--- src/rtl/cpu_addr_unit.sv ---
// Address/sequencing datapath: owns PC, SP, IR, call-target temp, I/O port latch
// and halt latch, all stepped by the control FSM's state code each clock.
module cpu_addr_unit #(
  parameter logic [7:0] PC_RESET = 8'h00,
  parameter logic [7:0] SP_RESET = 8'hFF
) (
  input  logic       clk,
  input  logic       reset_cycle,
  input  logic [7:0] state_i,
  input  logic [7:0] mem_rdata_i,
  input  logic [7:0] reg_data_i,
  input  logic       flag_z_i,
  input  logic       flag_c_i,
  output logic [7:0] addr_o,
  output logic       mem_we_o,
  output logic [7:0] mem_wdata_o,
  output logic [7:0] instruction_o,
  output logic [7:0] pc_o,
  output logic [7:0] sp_o,
  output logic [7:0] io_addr_o,
  output logic       halted_o
);

  typedef enum logic [7:0] {
    ST_NEXT       = 8'h00,
    ST_FETCH_PC   = 8'h01,
    ST_FETCH_INST = 8'h02,
    ST_HALT       = 8'h03,
    ST_JUMP       = 8'h04,
    ST_FETCH_SP   = 8'h0C,
    ST_PC_STORE   = 8'h0D,
    ST_TMP_JUMP   = 8'h0E,
    ST_RET        = 8'h0F,
    ST_INC_SP     = 8'h10,
    ST_SET_ADDR   = 8'h11,
    ST_REG_STORE  = 8'h13,
    ST_SET_REG    = 8'h14
  } stateCode_e;

  stateCode_e stateCode;
  logic [7:0] pc_q, pc_d, sp_q, sp_d, addr_q, addr_d;
  logic [7:0] ir_q, ir_d, tmp_q, tmp_d, ioAddr_q, ioAddr_d;
  logic       halted_q, halted_d;
  logic       jumpTaken;
  logic [7:0] pcInc, spInc;

  assign stateCode = stateCode_e'(state_i);
  assign pcInc     = pc_q + 8'd1;
  assign spInc     = sp_q + 8'd1;

  always_comb begin
    jumpTaken = 1'b1;
    case (ir_q[2:0])
      3'b001:  jumpTaken = flag_z_i;
      3'b010:  jumpTaken = ~flag_z_i;
      3'b011:  jumpTaken = flag_c_i;
      3'b100:  jumpTaken = ~flag_c_i;
      default: jumpTaken = 1'b1;
    endcase
  end

  always_comb begin
    pc_d     = pc_q;
    sp_d     = sp_q;
    addr_d   = addr_q;
    ir_d     = ir_q;
    tmp_d    = tmp_q;
    ioAddr_d = ioAddr_q;
    halted_d = halted_q;
    // Once halted, every register holds until reset.
    if (!halted_q) begin
      case (stateCode)
        ST_NEXT:       ;
        ST_FETCH_PC:   addr_d = pc_q;
        ST_FETCH_INST: begin
          ir_d = mem_rdata_i;
          pc_d = pcInc;
        end
        ST_HALT:       halted_d = 1'b1;
        ST_JUMP:       pc_d = jumpTaken ? mem_rdata_i : pcInc;
        ST_FETCH_SP:   addr_d = sp_q;
        ST_PC_STORE:   sp_d = sp_q - 8'd1;
        ST_TMP_JUMP:   pc_d = tmp_q;
        ST_RET:        pc_d = mem_rdata_i;
        ST_INC_SP: begin
          sp_d   = spInc;
          addr_d = spInc;
        end
        ST_SET_ADDR: begin
          ioAddr_d = mem_rdata_i;
          pc_d     = pcInc;
        end
        ST_REG_STORE:  sp_d = sp_q - 8'd1;
        ST_SET_REG: begin
          // LDI consumes its operand byte; CALL also captures the target; POP does neither.
          if (ir_q[7:3] == 5'b00010) begin
            pc_d = pcInc;
          end else if (ir_q == 8'h01) begin
            tmp_d = mem_rdata_i;
            pc_d  = pcInc;
          end
        end
        default: ;
      endcase
    end
  end

  always_ff @(posedge clk or posedge reset_cycle) begin
    if (reset_cycle) begin
      pc_q     <= PC_RESET;
      sp_q     <= SP_RESET;
      addr_q   <= 8'h00;
      ir_q     <= 8'h00;
      tmp_q    <= 8'h00;
      ioAddr_q <= 8'h00;
      halted_q <= 1'b0;
    end else begin
      pc_q     <= pc_d;
      sp_q     <= sp_d;
      addr_q   <= addr_d;
      ir_q     <= ir_d;
      tmp_q    <= tmp_d;
      ioAddr_q <= ioAddr_d;
      halted_q <= halted_d;
    end
  end

  always_comb begin
    mem_we_o    = 1'b0;
    mem_wdata_o = 8'h00;
    if (!halted_q) begin
      if (stateCode == ST_PC_STORE) begin
        mem_we_o    = 1'b1;
        mem_wdata_o = pc_q;
      end else if (stateCode == ST_REG_STORE) begin
        mem_we_o    = 1'b1;
        mem_wdata_o = reg_data_i;
      end
    end
  end

  assign addr_o        = addr_q;
  assign instruction_o = ir_q;
  assign pc_o          = pc_q;
  assign sp_o          = sp_q;
  assign io_addr_o     = ioAddr_q;
  assign halted_o      = halted_q;

endmodule

--- config.mk ---
export PLATFORM = sky130hd
export DESIGN_NAME = cpu_addr_unit
export DESIGN_NICKNAME = d
export VERILOG_FILES = /design/src/rtl/cpu_addr_unit.sv
export SDC_FILE = /design/constraint.sdc
export NUM_CORES = 1
export LEC_CHECK = 0
export ABC_AREA = 1
export BUFFER_PORTS_ARGS = -buffer_cell sky130_fd_sc_hd__buf_2
export CORE_MARGIN = 4
export CORE_UTILIZATION = 55
export DETAILED_ROUTE_END_ITERATION = 8
export PLACE_DENSITY = 0.84
export SETUP_SLACK_MARGIN = 0.5
export SLEW_MARGIN = 20
export SYNTH_ARGS = -nofsm -noshare
export SYNTH_HDL_FRONTEND = slang
export SYNTH_SLANG_ARGS = --single-unit
--- constraint.sdc ---
create_clock -name clk -period 2.05 [get_ports clk]
set_input_delay 0.1025 -clock clk [delete_from_list [all_inputs] [get_ports clk]]
set_output_delay 0.1025 -clock clk [all_outputs]
set_load 0.01 [all_outputs]
# --- Word-level counts from Yosys, hierarchy flattened ---
# Index checks and enable logic that the tools add are counted.
totals:
  register_bits: 49
  output_inout_bits: 50
  elab_cells: 59
op_classes:
  add_sub_neg: 3
  n_eq_ne: 19
  n_mux: 15
  n_bitwise: 4
  n_reduce_logical: 11
ops:
  columns: ["operator", "count"]
  rows:
  - ["2-to-1 mux 8 bit", 6]
  - ["case mux 8 bit (5 select lines)", 1]
  - ["== test 8 x 4 -> 1 bit (second input constant)", 4]
  - ["== test 8 x 5 -> 1 bit (second input constant)", 4]
  - ["case mux 8 bit (3 select lines)", 1]
  - ["adder 8 x 1 -> 8 bit (second input constant)", 2]
  - ["== test 8 x 1 -> 1 bit (second input constant)", 2]
  - ["== test 8 x 2 -> 1 bit (second input constant)", 2]
  - ["case mux 8 bit (2 select lines)", 1]
  - ["== test 8 x 3 -> 1 bit (second input constant)", 1]
  - ["AND reduction 2 bit", 4]
  - ["subtractor 8 x 1 -> 8 bit (second input constant)", 1]
  - ["== test 3 x 2 -> 1 bit (second input constant)", 2]
  - ["== test 5 x 2 -> 1 bit (second input constant)", 1]
  - ["2-to-1 mux 1 bit", 5]
  - ["nonzero test 5 bit", 1]
  - ["NOT 1 bit", 4]
  - ["case mux 1 bit (4 select lines)", 1]
  - ["AND reduction 4 bit", 1]
  - ["OR reduction 2 bit", 2]
  - ["== test 3 x 1 -> 1 bit (second input constant)", 1]
  - ["== test 3 bit (second input constant)", 1]
  - ["!= test 3 bit (second input constant)", 1]
  - ["AND reduction 3 bit", 1]
  - ["other kinds (2)", 2]

# --- Depth between registers and ports, before layout ---
depth:
  word_depth: 4
  depth_mapped: 12
  mapped_depth_nobuf: 12

# --- Worst setup path before layout ---
# No wires, ideal clock.
synth_timing:
  path_type: "flip-flop to flip-flop"
  start: "register sp_q[6], in the netlist sp_o[6]"
  end: "register addr_q[7], in the netlist addr_o[7]"
  arrival_time_ns: 1.380
  required_ns: 1.934
  setup_slack_ns: 0.553
  path_stages_with_launch: 9
  n_path_buf: 1
  synth_period_minus_slack_ns: 1.497
  cell_sequence: "dfstp_2 -> clkbuf_1 -> nand2_1 -> nor3_1 -> nand3_1 -> nand3_1 -> o211ai_1 -> nand2_1 -> nand2_1"
synth_between:
  elab_chain_cells: 2
synth_rtl:
  columns: ["item", "line", "text"]
  rows:
  - ["from (decl)", "41", "logic [7:0] pc_q, pc_d, sp_q, sp_d, addr_q, addr_d;"]
  - ["from (signal assigned)", "119", "sp_q <= sp_d;"]
  - ["adder 8 x 1 -> 8 bit", "49", "assign spInc = sp_q + 8'd1;"]
  - ["case mux 8 bit (3 select lines)", "72", "case (stateCode)"]
  - ["to (signal assigned)", "120", "addr_q <= addr_d;"]
  - ["to (decl)", "41", null]
# Every way passes these cells.
# A chain may end at the register's enable or synchronous reset.

# --- Final worst setup path ---
layout_timing:
  start: "register sp_q[0], in the netlist sp_o[0]"
  end: "register addr_q[6], in the netlist addr_o[6]"
# Same word-level chain as after synthesis.

==> out/results.tsv <==
metric	value	unit
status	finished, final reports clean	
CP Launch Type	flip-flop	
routed vias	3603	
fillers	461	
final WL	9880	um
clock sinks	49	
Yosys cell types	40	
vias in the first global route	3402	
Warnings, synthesis	0	
CP Data Arrival Time	1.91	ns
root buf cell	clkbuf_8	
Post-Syn Area per Cell	7.11	sq um
fraction of layout cells with a size suffix above 1	0.357	
Endpoint, Worst Hold	tmp_q[6]	
total track usage	0.252	
Top FF cell, synth	dfrtp_1	
Crit Path Class	reg -> reg	
I/O pin cnt	78	
vias per std cell	5.46	
Max Slew Vio Count	0	
Setup crit end kind	flip-flop	
Avg WL per Cell	15.0	um
ant diodes	0	
die height	87.4	um
initial antenna violation count	0	
Peak Freq	603	MHz
Layout area overhead	26.5	%
post-synthesis sequential area ratio	0.357	
Num CTS Buffers	5	
DRC	0	
Pleak	2.39	nW
Placed Instance Area	3880	sq um
CTS clk-pin slew, worst paths	0.10	ns
area leader, netlist	dfrtp_1	
final worst-path cycle share	0.809	
worst-skew pair later-pin latency	0.31	ns
Worst EP required	2.31	ns
ANT nets after route	0	
first-pass GRT wire length	15400	um
DRT iter0 DRCs	195	
most common cell after layout, fill and taps aside	nand2_1	
CTS tree	built	
largest net degree at the start of global routing	27	
reg-to-reg setup timing slack	0.39	ns
Cell Area, Synth	3460	sq um
most frequent cells in the layout	nand2_1 (176), buf_2 (77), inv_1 (39), nand3_1 (34), dfrtp_1 (31)	
Slew HR	0.622	
max capacitance violation total	0	
Cells after Synth	487	
RSZ-0062 raised after global routing	yes	
hpwl dp	7000	um
EDFF count, synth	0	
worst-margin pin slew	0.566	ns
Max Clock Skew	0.00802	ns
FF+latch count, synth	49	
Initial Util	0.575	
crit path time final	1.66	ns
net count after synthesis	518	
post-route cell area	4380	sq um
grt ovf	0	
htree depth	2	
First-pass DRT Iterations	5	
maximum VDD drop	0.385	mV
largest buffer count on any clock path	2	
reg2reg end	addr_o[6]	
most area-consuming cells after synthesis	dfrtp_1 (30%), nand2_1 (19%), dfstp_2 (6.1%)	
R2R depth	8	
hold depth	3	
die area	7630	sq um
GPL Wtd Cong	0.878	
cell area power density	448	nW/um^2
Critical R2R Launch	sp_o[0]	
FFs w/ async S/R, synth	1.00	
# setup viols final	0	
Hold Path Class	in -> reg	
fin nets	615	
hold wc startpoint	mem_rdata_i[6]	
die span in x	87.4	um
Placeable Area	6030	sq um
Port Buf Inserts	77	
FP Rows	28	
Crit Path Max Fanout	4	
Final Hold Fails	0	
top-area cell type share of the netlist area	0.296	
Total Neg Setup Slack	0	ns
[final cells by class]
class,instances,area [sq um],area share
multi-input combinational,375,2100,0.479
sequential,49,1250,0.285
timing repair buffer,100,586,0.134
inverter,53,219,0.0500
tap,75,93.8,0.0214
clock buffer,5,68.8,0.0157
clock inverter,3,65.1,0.0149
[cell usage after synthesis, types with 2 or more instances]
library cell	count
nand2_1	179
inv_1	44
dfrtp_1	41
nand3_1	41
nor2_1	33
o21ai_2	12
nand2_2	11
xor2_1	11
o21ai_0	10
o21ai_1	10
a21oi_1	9
dfstp_2	8
o21a_1	8
nor3_1	7
inv_2	6
a211oi_1	5
buf_2	5
nand2_4	5
nor2_2	5
nand3_2	4
nor2_4	4
o211ai_1	4
ha_1	3
xnor2_1	3
buf_6	2
inv_4	2
nand4_1	2
[kinds of logic after synthesis]
kind of cell | count (synthesis) | synth area share
buf+inv | 64 | 0.0831
mux | 1 | 0.00289
fa+ha+maj | 3 | 0.0108
compound gates | 60 | 0.116
flops | 49 | 0.357
simple gates | 296 | 0.395
xor+xnor | 14 | 0.0354
[sequential cells by signal, summed over array words and instances, names as in the netlist]
register,flops
addr_o,8
instruction_o,8
io_addr_o,8
pc_o,8
sp_o,8
tmp_q,8
halted_o,1
[worst max path at each step]
stage	startpoint	endpoint	slack, ns	cells past startpoint
2_1_floorplan	sp_o[6]	addr_o[7]	0.55	8
3_3_place_gp	state_i[7]	mem_wdata_o[0]	0.46	9
3_5_place_dp	state_i[7]	mem_wdata_o[3]	0.34	9
4_1_cts	pc_o[1]	pc_o[6]	0.44	10
5_1_grt	sp_o[1]	addr_o[6]	0.33	8
6_report	sp_o[0]	addr_o[6]	0.39	8
[metal layers]
layer	GRT usage	routed length [um]
met5	0	0
met4	0.0907	333
met3	0.0473	612
met1	0.297	3840
met2	0.451	5100
[through the flow]
stage / instances / worst slack, ns / power, mW / utilization / hold slack, ns
final: 660 / 0.391 / 1.96 / 0.727 / 0.127
after global routing: 660 / 0.328 / 2.03 / 0.727 / 0.136
after CTS: 643 / 0.443 / 1.96 / 0.681 / 0.127
after detailed placement: 629 / 0.337 / 1.13 / 0.645 / 0.183
after global placement: 629 / 0.457 / 1.13 / 0.645 / 0.181
after floorplan: 487 / 0.553 / 1.07 / - / 0.282
[power by group]
group / internal [mW] / leakage [nW] / switching (mW)
logic: 0.0490 / 1.68 / 0.103
clock network: 0.485 / 0.0681 / 0.359
registers: 0.968 / 0.636 / 0.00123
total: 1.50 / 2.39 / 0.462
[timing repair]
action	4_1_cts	5_1_grt
endpoints found under the setup margin	28	24
gates cloned	0	1
pin swaps	2	10
hold buffers	1	0
gates resized for setup	8	46
hold endpoints to repair	25	0
buffers inserted	5	16
[worst max-delay path, cell delays in order (launching register included)]
cell     delay [ns]
dfstp_2        0.60
ha_4           0.16
nand3_4        0.09
nor3_4         0.18
xor2_1         0.24
nand2_1        0.13
nand3_1        0.09
nand2_1        0.05
nand2_1        0.05
(Power assumes the default switching activity.)
